## config.mk

```make
export PLATFORM = sky130hd
export DESIGN_NAME = e15_prog_loader
export DESIGN_NICKNAME = d
export VERILOG_FILES = /design/src/rtl/e15_prog_loader.sv
export SDC_FILE = /design/constraint.sdc
export NUM_CORES = 1
export LEC_CHECK = 0
export CAP_MARGIN = 15
export CORE_MARGIN = 10
export CORE_UTILIZATION = 40
export DETAILED_ROUTE_END_ITERATION = 10
export PLACE_DENSITY = 0.71
export SYNTH_ARGS = -nofsm -noshare
export SYNTH_HDL_FRONTEND = slang
export SYNTH_SLANG_ARGS = --single-unit
```

## constraint.sdc

```tcl
create_clock -name clk -period 2.8 [get_ports clk]
set_input_delay 0.84 -clock clk [delete_from_list [all_inputs] [get_ports clk]]
set_output_delay 0.84 -clock clk [all_outputs]
set_load 0.05 [all_outputs]
```

## src/rtl/e15_prog_loader.sv

```systemverilog
// E15 program loader: packs a nibble stream into 12-bit instructions, writes them to instruction memory, and holds the CPU until the load is complete.
// Optional build macro E15_LOADER_OPCHECK_EN: reject illegal opcodes and lock into ERR.
module e15_prog_loader #(
  parameter int WORDS = 16
) (
  input  logic        clk,
  input  logic        rst,
  input  logic        start,
  input  logic        in_valid,
  input  logic [3:0]  in_nib,
  output logic        in_ready,
  output logic        wr_en,
  output logic [3:0]  wr_addr,
  output logic [11:0] wr_data,
  output logic        cpu_hold,
  output logic        done,
  output logic        err
);

  typedef enum logic [2:0] {IDLE, LOAD, LAST, DONE, ERR} state_t;

  localparam logic [4:0] LAST_WORD = 5'(WORDS - 1);

  state_t     state;
  logic [1:0] nibIdx;
  logic [4:0] wordCnt;
  logic [3:0] opNib;
  logic [3:0] sdNib;
  logic       accept;

  assign accept = in_valid && in_ready;

`ifdef E15_LOADER_OPCHECK_EN
  // Legal opcodes: 0000, 0010, 0011 and the whole 1xxx range.
  function automatic logic legalOp(input logic [3:0] op);
    return op[3] || (op == 4'h0) || (op == 4'h2) || (op == 4'h3);
  endfunction
`else
  assign err = 1'b0;
`endif

  always_ff @(posedge clk) begin
    if (rst) begin
      state    <= IDLE;
      in_ready <= 1'b0;
      wr_en    <= 1'b0;
      wr_addr  <= '0;
      wr_data  <= '0;
      cpu_hold <= 1'b1;
      done     <= 1'b0;
      nibIdx   <= '0;
      wordCnt  <= '0;
      opNib    <= '0;
      sdNib    <= '0;
`ifdef E15_LOADER_OPCHECK_EN
      err      <= 1'b0;
`endif
    end else begin
      wr_en <= 1'b0;
      case (state)
        IDLE: begin
          nibIdx  <= '0;
          wordCnt <= '0;
          if (start) begin
            state    <= LOAD;
            in_ready <= 1'b1;
          end
        end
        LOAD: begin
          if (accept) begin
            case (nibIdx)
              2'd0: begin
                opNib  <= in_nib;
                nibIdx <= 2'd1;
`ifdef E15_LOADER_OPCHECK_EN
                if (!legalOp(in_nib)) begin
                  state    <= ERR;
                  in_ready <= 1'b0;
                  err      <= 1'b1;
                  nibIdx   <= '0;
                end
`endif
              end
              2'd1: begin
                sdNib  <= in_nib;
                nibIdx <= 2'd2;
              end
              default: begin
                nibIdx  <= '0;
                wr_en   <= 1'b1;
                wr_data <= {opNib, sdNib, in_nib};
                wr_addr <= wordCnt[3:0];
                wordCnt <= wordCnt + 5'd1;
                // Stop accepting as soon as the final nibble is in; LAST covers its write cycle.
                if (wordCnt == LAST_WORD) begin
                  state    <= LAST;
                  in_ready <= 1'b0;
                end
              end
            endcase
          end
        end
        LAST: begin
          state    <= DONE;
          done     <= 1'b1;
          cpu_hold <= 1'b0;
        end
        DONE: begin
          if (start) begin
            state    <= LOAD;
            done     <= 1'b0;
            cpu_hold <= 1'b1;
            in_ready <= 1'b1;
            nibIdx   <= '0;
            wordCnt  <= '0;
          end
        end
        ERR: begin
          in_ready <= 1'b0;
          cpu_hold <= 1'b1;
        end
        default: state <= IDLE;
      endcase
    end
  end

endmodule

```

### Word level (Yosys, flattened, before mapping)

Index checks and enable logic that the tools add are counted.

| word-level totals | value |
|---|---|
| output and inout port bits | 21 |
| word-level logic and storage cells | 68 |
| bits of input ports | 8 |
| bits in registers | 38 |

| cells by class | value |
|---|---|
| muxes and demuxes | 22 |
| bitwise logic cells | 4 |
| reductions and logical operators | 19 |
| equal/unequal tests | 11 |
| $add $sub $neg | 1 |

Operator list:

| operator | count |
|---|---|
| two-way mux 5 bit | 3 |
| one-hot mux 5 bit (3 select lines) | 1 |
| two-way mux 3 bit | 4 |
| one-hot mux 3 bit (4 select lines) | 1 |
| AND reduction 3 bit | 4 |
| AND reduction 5 bit | 2 |
| nonzero test 3 bit | 3 |
| inequality test 2 bit (second input constant) | 4 |
| == test 3 x 2 -> 1 bit (second input constant) | 2 |
| two-way mux 1 bit | 6 |
| one-hot mux 1 bit (3 select lines) | 2 |
| one-hot mux 2 bit (3 select lines) | 1 |
| adder 5 x 1 -> 5 bit (second input constant) | 1 |
| == test 5 x 4 -> 1 bit (second input constant) | 1 |
| two-way mux 2 bit | 2 |
| NOT 1 bit | 4 |
| one-hot mux 2 bit (2 select lines) | 1 |
| AND reduction 2 bit | 2 |
| AND reduction 4 bit | 1 |
| OR reduction 2 bit | 2 |
| == test 3 x 1 -> 1 bit (second input constant) | 1 |
| == test 3 bit (second input constant) | 1 |
| zero test 3 bit | 1 |
| OR reduction 3 bit | 1 |
| 6 further kinds | 6 |

### Depth between registers and ports, before layout

Gate-level depths: netlist of the first run.

| depth | value |
|---|---|
| depth after elaboration | 5 |
| mapped depth | 8 |
| mapped depth without buffers | 7 |

### Worst setup path before layout of the first run

OpenSTA, ideal clock, no wires.

| timing | value |
|---|---|
| kind | input to register |
| start | input start |
| end | register wordCnt[2] |
| required time | 2680 ps |
| setup slack | 1053 ps |
| stages | 4 |
| library setup time | 120 ps |
| path buffers | 0 |
| data arrival time | 1628 ps |
| path through | and2b_4 or3_1 o211ai_1 nand2_1 |

| between the ends | value |
|---|---|
| cells in the longest elaborated chain, start to end | 2 |

RTL lines:

| what | line | RTL |
|---|---|---|
| start, declared | 8 | `input logic start,` |
| inequality test 2 bit (no source line) | - |  |
| AND reduction 4 bit (no source line) | - |  |
| end signal, assigned | 93 | `wordCnt <= wordCnt + 5'd1;` |
| end, declared | 26 | `logic [4:0] wordCnt;` |

Every way passes these cells.
A chain may end at the register's enable or synchronous reset.

### Worst setup path after layout of the first run

| timing | value |
|---|---|
| start | register in_ready |
| end | output in_ready |

RTL lines:

| what | line | RTL |
|---|---|---|
| start, declared | 11 | `output logic in_ready,` |
| start signal, assigned | 45 | `in_ready <= 1'b0;` |
| start signal, assigned | 66 | `in_ready <= 1'b1;` |
| start signal, assigned | 97 | `in_ready <= 1'b0;` |

No word-level cell between the ends.

==> run summary, run 1 <==
The run finished with clean final reports. Setup repair after global routing left no endpoint under its margin. The logs give 29 for the number of primary I/O pins and 762 sq um for the total area of multi-input combinational cells. Once the floorplan was initialized, standard cells occupied 42.1% of the core. The area of the core is 0.00372 sq mm. The count of hold buffers inserted by post-cts repair is 0, and the post-synthesis mux area share is 7.05%. For the maximum achievable frequency, the log shows 411 MHz. In this run, post-CTS repair resized a total of 0 instances. The tools report the HPWL reported at the end of detailed placement as 2300 microns.

The routed length per placed instance was 12.5 microns; the leakage dissipation was 0.743 nW. The post-synthesis share of cell area spent on xor and xnor gates works out to 0%. The post-synthesis register bit count was 37. The logs give 24 for the pin count of the biggest net entering global routing and 0.00188 sq mm for the instance area after placement. In the synthesized netlist the dominant register cell turns out to be dfxtp_1. Of the total synthesized cell area, the portion taken by full adders, half adders and majority gates is 4.80%.

Per report_power, the combinational group accounts for 28.1% of the total. For hold timing, the worst endpoint is wr_data[11]. The share of layout cells above drive strength 1 is 10.2%, and the final number of max-transition violations is 0. The tools report the setup total negative slack as 0 ns. The share of the synthesized area in compound gates (AO/OA/AOI/OAI) is 12.2%, and the total number of placement rows is 22. The die is 82.5 microns wide.

For the final count of hold timing violations, the log shows 0. The congestion estimate from routability-driven global placement came to 0.789. The number of nets in the finished design came out at 219. Relative max-transition margin: 66.0%. The number of stages on the worst hold path was 2.

The run gives 0.985 mW as the internal power component. The synthesized design contains 0 enable-type register cells. The worst hold path belongs to the class reg2reg.

The power density over cell area is 732 mW/mm^2. The average instance area after synthesis is 8.93 sq um, and the number of distinct standard cells referenced by the synthesized netlist is 36. The via count of the first global-routing pass was 1169.

Remaining routing DRC violations: 0. STA puts the critical path data required time at 1.96 ns. The number of buffers on the longest clock path is 2, and the number of maximum-capacitance constraint violations is 0. The number of port buffers was 27. The synthesized netlist devotes 24.5% of its cell area to simple gates. Type of the worst setup path: reg2out. The critical path starts at in_ready. The tools report the startpoint class of the critical path as a flop. The die covers 0.00681 sq mm. For the count of nets left with antenna violations after detail routing, the log shows 0.

The share of the Yosys chip area taken by registers is 47.4%. The H-tree depth reported by CTS was 2; the area of all placed cells without fillers was 0.00198 sq mm. The largest family of logic cells by synthesized area is simple AND/OR/NAND/NOR gates. The total via count in the routed design was 1247. The setup check on the worst reg-to-reg path leaves a slack of 1.03 ns.

TritonCTS built the clock tree. The tools report the number of sinks on the clock net as 37. Yosys printed 0 warnings. Counting every net in the synthesized netlist gives 189.

The tree is rooted in a clkbuf_8. In this run the most critical hold path is launched from opNib[3]. Setup violations remaining at the end of the flow were counted as 0.

The mapped netlist covers 0.00156 sq mm. Sequential cells burn 41.5% of the power. The clock arrives with 0.00281 ns of skew. The worst ir drop on vdd was 0.000460 V; the post-synthesis cell count was 175. The dominant delay contributor by cell family on the critical path was buffers and inverters. In this run the power spent charging and discharging nets is 0.465 mW. The number of DRC markers after the initial detailed-route iteration came out at 75. The biggest fanout along the worst timing path was 7.

The slowest stage of the critical path belongs to the cell clkdlybuf4s50_1. STA classifies the critical path endpoint as an output pin. Net switching is 32.1% of the power.

The area occupied by registers was 741 sq um. The first global-routing pass estimated 5290 microns of wire. Dividing the final minimum period by the clock period gives 86.8%.

For this run, the detailed router's first-pass iteration total came to 4. The count of buffers added by post-CTS timing repair for setup was 0; the die height was 82.5 microns. In the layout the commonest cells are 41 x nand2_1, 37 x dfxtp_1, 27 x clkdlybuf4s50_1, 20 x a21oi_1, 17 x nor2_1. The logic depth of the worst register-to-register path is 5. For the sum of overflow across all layers after global routing, the log shows 0. Count of buffering cells on the critical path with inverters included: 1. The library cell used most frequently in the layout, excluding fill and tap cells, is nand2_1.

The number of buffers created by CTS is 5, and the clock latency of the later-clocked register in the worst-skew pair is 0.29 ns. The run gives 0.452 ns as the worst hold slack after final layout. The actual slew at the worst max-slew pin was 0.508 ns; the sum of internal, switching and leakage power was 1.45 mW. The clock network fraction of total power was 30.3%; the number of inserted filler cells in the final layout was 364. The clock slew seen by the registers of the worst setup and hold paths works out to 0.07 ns. The relative area change from synthesis to final layout works out to 26.8%.

The count of antenna diodes in the layout came out at 0. For this block, the routed nets add up to 3160 microns of wire. Global routing used 9.98% of the available tracks. The end of the worst register-to-register path was sdNib[2]. The number of antenna violations at the first check in global routing is 0, and the average vias per placed instance is 4.93. The smallest clock period supported by the final layout is computed as 2.43 ns. Counting flops with an async set or reset pin after synthesis yields a share of 0%. For the worst setup path, the data arrival time is 1.59 ns. Walking the worst path, the cells encountered are clkdlybuf4s50_1.

The reg-to-reg critical path startpoint is state[0]. On the worst path, the slowest cell contributes a delay of 0.85 ns.
[routing by layer]
layer | wire length (microns) | global-route usage, % | vias up
met5 | 0 | 0 | -
met4 | 75 | 6.02 | 0
met3 | 216 | 3.35 | 7
met2 | 1430 | 15.6 | 22
met1 | 1440 | 11.6 | 568
li1 | - | - | 650
[per-stage QoR]
stage	util (%)	setup WS, ns	instances
global route	53.3	0.315	253
global placement	50.5	0.465	246
detailed placement	50.5	0.439	246
finish	53.3	0.370	253
floorplan	-	1.05	175
CTS	53.3	0.358	253
[worst register-to-register path, delay by kind of cell (launching register included)]
kind          cells  cell delay, ns
flops             1            0.40
fa+ha+maj         1            0.38
mux               1            0.25
simple gates      3            0.64
[sequential cells by signal, indices dropped and copies added, names as in the netlist]
register	cells
wr_data	12
sdNib	4
cpu_hold	1
nibIdx	2
wordCnt	5
in_ready	1
done	1
wr_addr	4
opNib	4
wr_en	1
state	2
[synth_stat cells, types with 2 or more instances]
cell type | number | area share [%]
ha_1 | 6 | 4.8
nand2b_1 | 2 | 0.80
buf_4 | 2 | 0.96
clkbuf_1 | 4 | 0.96
nand4_1 | 3 | 1.2
nor2b_1 | 2 | 0.80
inv_1 | 4 | 0.96
a211oi_1 | 2 | 0.96
a211oi_2 | 2 | 1.6
mux2i_1 | 11 | 7.0
dfxtp_1 | 37 | 47
a21oi_1 | 20 | 6.4
nand2_1 | 41 | 9.8
nor2_1 | 17 | 4.1
[power groups by stage]
stage               Clock, mW  Combinational, mW  Sequential (mW)
floorplan                   0              0.286            0.655
detailed placement          0              0.405            0.615
finish                  0.440              0.408            0.603
global route            0.470              0.452            0.609
global placement            0              0.402            0.614
CTS                     0.452              0.411            0.603
[worst max path at each step]
stage                             to  slack, ns  cells past startpoint
after CTS                   in_ready       0.36                      1
after floorplan           wordCnt[2]       1.05                      4
after detailed placement  wordCnt[2]       0.44                      5
after global placement    wordCnt[2]       0.47                      5
after global routing        in_ready       0.31                      1
final                       in_ready       0.37                      1
[logic make-up (layout without fill, tap and decap cells)]
| group | after synthesis | in the layout |
|---|---|---|
| multiplexers | 11 | 11 |
| other | 1 | 1 |
| flip-flops | 37 | 37 |
| adder cells (fa/ha/maj) | 6 | 6 |
| AND/OR/NAND/NOR | 77 | 77 |
| AO/OA/AOI/OAI | 31 | 31 |
| buffers and inverters | 12 | 42 |
[layout make-up]
class	count	share of cell area (%)
clock inverters	2	1.77
inverters	4	0.758
repair buffers	31	15.2
flip-flops and latches	37	37.4
clock buffers	5	3.47
well taps	48	3.03
multi-input cells	126	38.4
No activity file was read; power rests on OpenSTA's default activity.
==> run 2: changes to the inputs <==
- CAP_MARGIN: 15 -> not set
==> results of run 2 <==
No change in the layout: final DEF, timing and power equal those of run 1.
